## config.mk

```make
export PLATFORM = sky130hd
export DESIGN_NAME = serv_mtimer_flat
export DESIGN_NICKNAME = d
export VERILOG_FILES = /design/src/rtl/serv_mtimer_pkg.sv /design/src/rtl/serv_mtimer_if.sv /design/src/rtl/serv_mtimer_prescaler.sv /design/src/rtl/serv_mtimer.sv /design/src/flat_wrapper.sv
export SDC_FILE = /design/constraint.sdc
export NUM_CORES = 1
export LEC_CHECK = 0
export CORE_ASPECT_RATIO = 1.25
export CORE_MARGIN = 4
export CORE_UTILIZATION = 55
export CTS_CLUSTER_DIAMETER = 80
export DETAILED_ROUTE_END_ITERATION = 6
export GPL_TIMING_DRIVEN = 0
export PLACE_DENSITY_LB_ADDON = 0.15
export SKIP_CTS_REPAIR_TIMING = 1
export SYNTH_ARGS = -nofsm -noshare
export SYNTH_HDL_FRONTEND = slang
export SYNTH_SLANG_ARGS = --single-unit
```

## constraint.sdc

```tcl
create_clock -name i_clk -period 2.9 [get_ports i_clk]
set_input_delay 0.435 -clock i_clk [delete_from_list [all_inputs] [get_ports i_clk]]
set_output_delay 0.435 -clock i_clk [all_outputs]
set_load 0.005 [all_outputs]
```

## src/rtl/serv_mtimer_pkg.sv

```systemverilog
// Shared definitions for the machine timer: register map, CTRL field
// positions and the byte-lane merge used by every writable register.
package serv_mtimer_pkg;

  typedef enum logic [2:0] {
    REG_MTIME_LO = 3'd0,
    REG_MTIME_HI = 3'd1,
    REG_CMP_LO   = 3'd2,
    REG_CMP_HI   = 3'd3,
    REG_CTRL     = 3'd4
  } reg_addr_e;

  localparam int CTRL_EN_BIT  = 0;
  localparam int CTRL_DIV_LSB = 8;

  // Replace only the byte lanes whose select bit is set.
  function automatic logic [31:0] merge_lanes(input logic [31:0] old_val,
                                              input logic [31:0] new_val,
                                              input logic [3:0]  sel);
    logic [31:0] merged;
    merged = old_val;
    for (int i = 0; i < 4; i++) begin
      if (sel[i]) merged[8*i +: 8] = new_val[8*i +: 8];
    end
    return merged;
  endfunction

endpackage

```

## src/rtl/serv_mtimer_if.sv

```systemverilog
// Wishbone-classic data bus between the core's dbus initiator and the timer.
interface serv_mtimer_if;

  logic        i_wb_cyc;
  logic        i_wb_we;
  logic [2:0]  i_wb_adr;
  logic [31:0] i_wb_dat;
  logic [3:0]  i_wb_sel;
  logic [31:0] o_wb_rdt;
  logic        o_wb_ack;

  modport master (
    output i_wb_cyc, i_wb_we, i_wb_adr, i_wb_dat, i_wb_sel,
    input  o_wb_rdt, o_wb_ack
  );

  modport slave (
    input  i_wb_cyc, i_wb_we, i_wb_adr, i_wb_dat, i_wb_sel,
    output o_wb_rdt, o_wb_ack
  );

endinterface

```

## src/rtl/serv_mtimer_prescaler.sv

```systemverilog
// Clock divider for mtime: one tick every div+1 enabled clocks.
// The tick is combinational from the current count so the counter and the
// mtime increment it drives land on the same edge.
module serv_mtimer_prescaler #(
  parameter int unsigned PRESCALE_W = 8
) (
  input  logic                  clk,
  input  logic                  rst_n,
  input  logic                  en,
  input  logic [PRESCALE_W-1:0] div,
  input  logic                  clr,
  output logic                  tick
);

  logic [PRESCALE_W-1:0] cnt;

  assign tick = en && (cnt == div);

  // Count while enabled, wrap at div, restart from zero on a CTRL write.
  always_ff @(posedge clk) begin
    if (!rst_n) begin
      cnt <= '0;
    end else if (clr) begin
      cnt <= '0;
    end else if (en) begin
      cnt <= (cnt == div) ? '0 : cnt + 1'b1;
    end
  end

endmodule

```

## src/rtl/serv_mtimer.sv

```systemverilog
// RISC-V machine timer on the dbus: mtime/mtimecmp register file with a
// single-cycle ack, prescaled free-running counter and a level timer irq.
module serv_mtimer
  import serv_mtimer_pkg::*;
#(
  parameter int unsigned PRESCALE_W = 8,
  parameter int unsigned RESET_DIV  = 0,
  parameter bit          RESET_EN   = 1'b1
) (
  input  logic         i_clk,
  input  logic         i_rst_n,
  serv_mtimer_if.slave wb,
  output logic         o_timer_irq
);

  localparam logic [31:0] CTRL_MASK =
    (((32'd1 << PRESCALE_W) - 32'd1) << CTRL_DIV_LSB) | (32'd1 << CTRL_EN_BIT);
  localparam logic [31:0] CTRL_RESET =
    ((32'(RESET_DIV) << CTRL_DIV_LSB) | (32'(RESET_EN) << CTRL_EN_BIT)) & CTRL_MASK;

  logic        access;
  logic        wr_en;
  logic        rd_en;
  logic        ctrl_wr;
  logic        tick;
  logic [63:0] mtime;
  logic [63:0] mtimecmp;
  logic [31:0] hi_shadow;
  logic [31:0] ctrl_q;
  logic [31:0] rd_data;
  logic [31:0] wr_old;
  logic [31:0] wr_merged;

  assign access  = wb.i_wb_cyc & ~wb.o_wb_ack;
  assign wr_en   = access & wb.i_wb_we;
  assign rd_en   = access & ~wb.i_wb_we;
  assign ctrl_wr = wr_en && (wb.i_wb_adr == REG_CTRL);

  serv_mtimer_prescaler #(
    .PRESCALE_W (PRESCALE_W)
  ) u_prescaler (
    .clk   (i_clk),
    .rst_n (i_rst_n),
    .en    (ctrl_q[CTRL_EN_BIT]),
    .div   (ctrl_q[CTRL_DIV_LSB +: PRESCALE_W]),
    .clr   (ctrl_wr),
    .tick  (tick)
  );

  // Address decode: read mux (MTIME_HI comes from the shadow) and the
  // pre-write word that unselected byte lanes keep.
  always_comb begin
    rd_data = '0;
    wr_old  = '0;
    case (wb.i_wb_adr)
      REG_MTIME_LO: begin rd_data = mtime[31:0];     wr_old = mtime[31:0];     end
      REG_MTIME_HI: begin rd_data = hi_shadow;       wr_old = mtime[63:32];    end
      REG_CMP_LO:   begin rd_data = mtimecmp[31:0];  wr_old = mtimecmp[31:0];  end
      REG_CMP_HI:   begin rd_data = mtimecmp[63:32]; wr_old = mtimecmp[63:32]; end
      REG_CTRL:     begin rd_data = ctrl_q;          wr_old = ctrl_q;          end
      default:      begin rd_data = '0;              wr_old = '0;              end
    endcase
    wr_merged = merge_lanes(wr_old, wb.i_wb_dat, wb.i_wb_sel);
  end

  // Bus response: ack one cycle after cyc, read data and the coherent
  // high-word snapshot taken whenever the low word is read.
  always_ff @(posedge i_clk) begin
    if (!i_rst_n) begin
      wb.o_wb_ack <= 1'b0;
      wb.o_wb_rdt <= '0;
      hi_shadow   <= '0;
    end else begin
      wb.o_wb_ack <= access;
      wb.o_wb_rdt <= rd_en ? rd_data : '0;
      if (rd_en && (wb.i_wb_adr == REG_MTIME_LO)) hi_shadow <= mtime[63:32];
    end
  end

  // mtime: a bus write to either half wins over the tick, and the tick is dropped.
  always_ff @(posedge i_clk) begin
    if (!i_rst_n) begin
      mtime <= '0;
    end else if (wr_en && (wb.i_wb_adr == REG_MTIME_LO)) begin
      mtime[31:0] <= wr_merged;
    end else if (wr_en && (wb.i_wb_adr == REG_MTIME_HI)) begin
      mtime[63:32] <= wr_merged;
    end else if (tick) begin
      mtime <= mtime + 64'd1;
    end
  end

  // mtimecmp: byte-lane writable, resets to all-ones so the irq stays quiet.
  always_ff @(posedge i_clk) begin
    if (!i_rst_n) begin
      mtimecmp <= '1;
    end else if (wr_en && (wb.i_wb_adr == REG_CMP_LO)) begin
      mtimecmp[31:0] <= wr_merged;
    end else if (wr_en && (wb.i_wb_adr == REG_CMP_HI)) begin
      mtimecmp[63:32] <= wr_merged;
    end
  end

  // CTRL: only the enable bit and divisor field are storable.
  always_ff @(posedge i_clk) begin
    if (!i_rst_n) begin
      ctrl_q <= CTRL_RESET;
    end else if (ctrl_wr) begin
      ctrl_q <= wr_merged & CTRL_MASK;
    end
  end

  // Timer interrupt: registered unsigned compare of the current register values.
  always_ff @(posedge i_clk) begin
    if (!i_rst_n) begin
      o_timer_irq <= 1'b0;
    end else begin
      o_timer_irq <= (mtime >= mtimecmp);
    end
  end

endmodule

```

## src/flat_wrapper.sv

```systemverilog
// flat-port wrapper written by rule: the top's interface ports become plain ports
module serv_mtimer_flat import serv_mtimer_pkg::*;
#(
  parameter int unsigned PRESCALE_W = 8,
  parameter int unsigned RESET_DIV  = 0,
  parameter bit          RESET_EN   = 1'b1
)
  (i_clk, i_rst_n, o_timer_irq, wb_i_wb_cyc, wb_i_wb_we, wb_i_wb_adr, wb_i_wb_dat, wb_i_wb_sel, wb_o_wb_rdt, wb_o_wb_ack);
  serv_mtimer_if wb_i ();
  input  logic i_clk;
  input  logic i_rst_n;
  output logic o_timer_irq;
  input wire logic [$bits(wb_i.i_wb_cyc)-1:0] wb_i_wb_cyc;
  input wire logic [$bits(wb_i.i_wb_we)-1:0] wb_i_wb_we;
  input wire logic [$bits(wb_i.i_wb_adr)-1:0] wb_i_wb_adr;
  input wire logic [$bits(wb_i.i_wb_dat)-1:0] wb_i_wb_dat;
  input wire logic [$bits(wb_i.i_wb_sel)-1:0] wb_i_wb_sel;
  output wire logic [$bits(wb_i.o_wb_rdt)-1:0] wb_o_wb_rdt;
  output wire logic [$bits(wb_i.o_wb_ack)-1:0] wb_o_wb_ack;
  assign wb_i.i_wb_cyc = wb_i_wb_cyc;
  assign wb_i.i_wb_we = wb_i_wb_we;
  assign wb_i.i_wb_adr = wb_i_wb_adr;
  assign wb_i.i_wb_dat = wb_i_wb_dat;
  assign wb_i.i_wb_sel = wb_i_wb_sel;
  assign wb_o_wb_rdt = wb_i.o_wb_rdt;
  assign wb_o_wb_ack = wb_i.o_wb_ack;
  serv_mtimer #(.PRESCALE_W(PRESCALE_W), .RESET_DIV(RESET_DIV), .RESET_EN(RESET_EN)) u_core (.i_clk(i_clk), .i_rst_n(i_rst_n), .wb(wb_i), .o_timer_irq(o_timer_irq));
endmodule
```

==> impl_metrics.yaml <==
global_route:
  grt_start_max_net_pins: 15
  grt_pass1_vias: 13100
  grt_pass1_wl_mm: 81.9
  grt_overflow: 0
  grt_usage_pct: 43.3
  antenna_found_initial: 0
synthesis:
  syn-num-nets: 1703
  synthFlopType: "dfxtp_1"
  ys_ff_latch: 211
  synth_cell_types: 87
  synth_cells: 1594
  synthArstFlopShare_pct: 0
  synth_edf_count: 0
  seq_area_frac_synth_pct: 33.7
  synth_area_per_cell_um2: 7.87
  yosysWarnings: 0
  syn_area_um2: 12500
cells_and_area:
  area_growth_pct: 17.7
  antenna_cells: 0
  fin_nets: 1809
  drive_gt1_share_pct: 8.85
  fillCellCount: 2020
critical_path:
  cp-start-kind: "flip-flop"
  crit_path_max_fanout: 7
  crit_chain: "ha_1, a21oi_1, o21ai_0, a211oi_1, o211ai_1, nor4_4, nor2_1"
  slowest_stage: "a211oi_1"
  cp.required_ns: 3.30
  max_stage_delay_ns: 0.65
  worst-setup-path-type: "reg2reg"
  arrival_ns: 3.34
  end_kind: "flip-flop"
cts:
  h-tree-depth: 1
  clk_pin_slew_worst_paths_ns: 0.07
  clk_latency_ns: 0.55
  clk_path_buf_depth: 3
  root_buffer: "clkbuf_16"
  cts_buffers: 24
  cts_tree: "done"
  clock_sinks: 211
power:
  p_comb_share_pct: 13.7
  ir_drop_uv: 550
  clkPwrFrac_pct: 45.9
  seqPwrFrac_pct: 40.4
  power.leakage_nw: 6.45
  p_switching_w: 0.00216
  p_sw_share_pct: 28.9
  internal_power_w: 0.00531
  finalPower_w: 0.00747
  powerDensity_nw_per_um2: 506
sta:
  setup_ws_ns: -0.0419
  maxSlewHeadroom_pct: 19.3
  finalMaxSlewViolations: 0
  hold_violations: 0
  timing.fmax_ghz: 0.340
  fin_crit_sh_pct: 101
  period_needed_ns: 2.94
  clock_skew_ns: 0.0220
  tightest_slew_ns: 1.20
  setup_viol: 4
die:
  ioPinCount: 77
  die_w_um: 143
  fp-row-count: 61
  die_area_um2: 25300
  die_y_um: 177
  start_util_pct: 56.1
  core_um2: 22400
routing:
  routedWlPerCell_um: 28.1
  ant_nets: 0
  dr.pass1.iters: 7
  vias: 14100
  wl_mm: 56.1
  drtIter0Drc: 2401
  drc_errors: 4
  via_per_inst: 7.05
place:
  place_congestion: 1.13
  hpwl_mm: 41.9
  port_buffers: 72
  preCtsSetupSlack_ns: -1.06
outcome:
  status: "complete, but fails checks"
  violations: "DRC, setup timing"
worst_hold_path:
  worstHoldPathType: "in2reg"
job:
  maxCapViolCount: 0
[cells by family after synthesis]
family | Yosys count | share of synthesized area (%)
flops | 211 | 33.7
compound gates | 459 | 25.4
xor+xnor | 16 | 1.12
buf+inv | 199 | 6.28
simple gates | 598 | 23.1
mux | 45 | 3.75
fa+ha+maj | 66 | 6.58
[cells in the final DEF (no fill, tap or decap), types with 14 or more instances in the layout]
cell / count
clkbuf_2: 16
buf_2: 25
o21ai_0: 47
inv_1: 81
mux2_2: 16
nand3_1: 50
and3_1: 14
o211ai_1: 75
a22oi_1: 23
o2bb2ai_1: 33
dfxtp_1: 211
nor3_1: 27
mux2i_1: 29
nand2_1: 241
clkbuf_1: 72
ha_1: 65
nor2_1: 113
a21oi_1: 128
clkbuf_16: 25
nand4_1: 40
clkdlybuf4s50_1: 72
nor4_1: 19
[flip-flops by register name (all words and copies together), names as in the netlist]
| name | flops |
|---|---|
| u_core.mtimecmp | 64 |
| u_core.mtime | 64 |
| u_core.wb.o_wb_rdt | 32 |
| u_core.ctrl_q | 9 |
| u_core.o_timer_irq | 1 |
| u_core.wb.o_wb_ack | 1 |
| u_core.hi_shadow | 32 |
| u_core.u_prescaler.cnt | 8 |
[layout make-up]
type	count	area, um^2	area share (%)
Timing Repair Buffer	80	781	5.29
Tap cell	283	354	2.40
Clock buffer	30	664	4.50
Clock inverter	13	203	1.37
Multi-Input combinational cell	1184	7730	52.4
Inverter	83	312	2.11
Buffer	116	494	3.35
Sequential cell	211	4220	28.6
[metal layers]
metal / up-vias / global-route usage, % / routed length, um
li1: 6116 / - / -
met5: - / 0 / 0
met4: 0 / 30.0 / 5070
met2: 1147 / 64.4 / 23600
met3: 322 / 12.1 / 7400
met1: 6513 / 53.9 / 20100
[through the flow]
step	utilization (%)	setup TNS, ns	std cells	hold slack [ns]	cell area [um^2]
floorplan	-	0	1594	0.436	12500
global placement	60.9	-91.16	1949	0.442	13600
detailed placement	60.9	-93.33	1949	0.448	13600
CTS	64.8	-19.60	1992	0.217	14500
global route	66.0	-0.00952	2000	0.232	14800
finish	66.0	-0.0921	2000	0.222	14800
[final timing paths]
path	start	end	slack (ns)	depth (start not counted)
hold reg to reg	u_core.hi_shadow[15]	u_core.hi_shadow[15]	0.45	2
setup / recovery	u_core.mtime[35]	u_core.o_timer_irq	-0.04	7
setup reg to reg	u_core.mtime[35]	u_core.o_timer_irq	-0.04	7
hold / removal	i_rst_n	u_core.wb.o_wb_ack	0.22	2
[cells in the mapped netlist, types with 34 or more instances]
cell       instances  area (um^2)
nor2_1           115          432
nand2_1          241          905
o21ai_0           49          245
o211ai_1          75          563
nand4_1           40          250
nand3_1           52          260
a21oi_1          129          646
dfxtp_1          211         4220
clkbuf_1          81          304
o2bb2ai_1         34          298
ha_1              66          826
inv_1             81          304
[power by group through the flow]
| stage | sequential [W] | clock [W] | combinational (W) |
|---|---|---|---|
| floorplan | 0.00305 | 0 | 0.000505 |
| global placement | 0.00308 | 0 | 0.000915 |
| detailed placement | 0.00308 | 0 | 0.000921 |
| CTS | 0.00301 | 0.00340 | 0.000926 |
| global route | 0.00302 | 0.00352 | 0.00104 |
| finish | 0.00302 | 0.00343 | 0.00102 |
[worst max-delay path, delay by kind of cell, from the launching register on]
kind / cells / cell delay (ns)
flip-flops: 1 / 0.59
adder cells (fa/ha/maj): 1 / 0.35
AO/OA/AOI/OAI: 4 / 1.39
AND/OR/NAND/NOR: 2 / 0.46
Power figures use the tool's default switching activity.
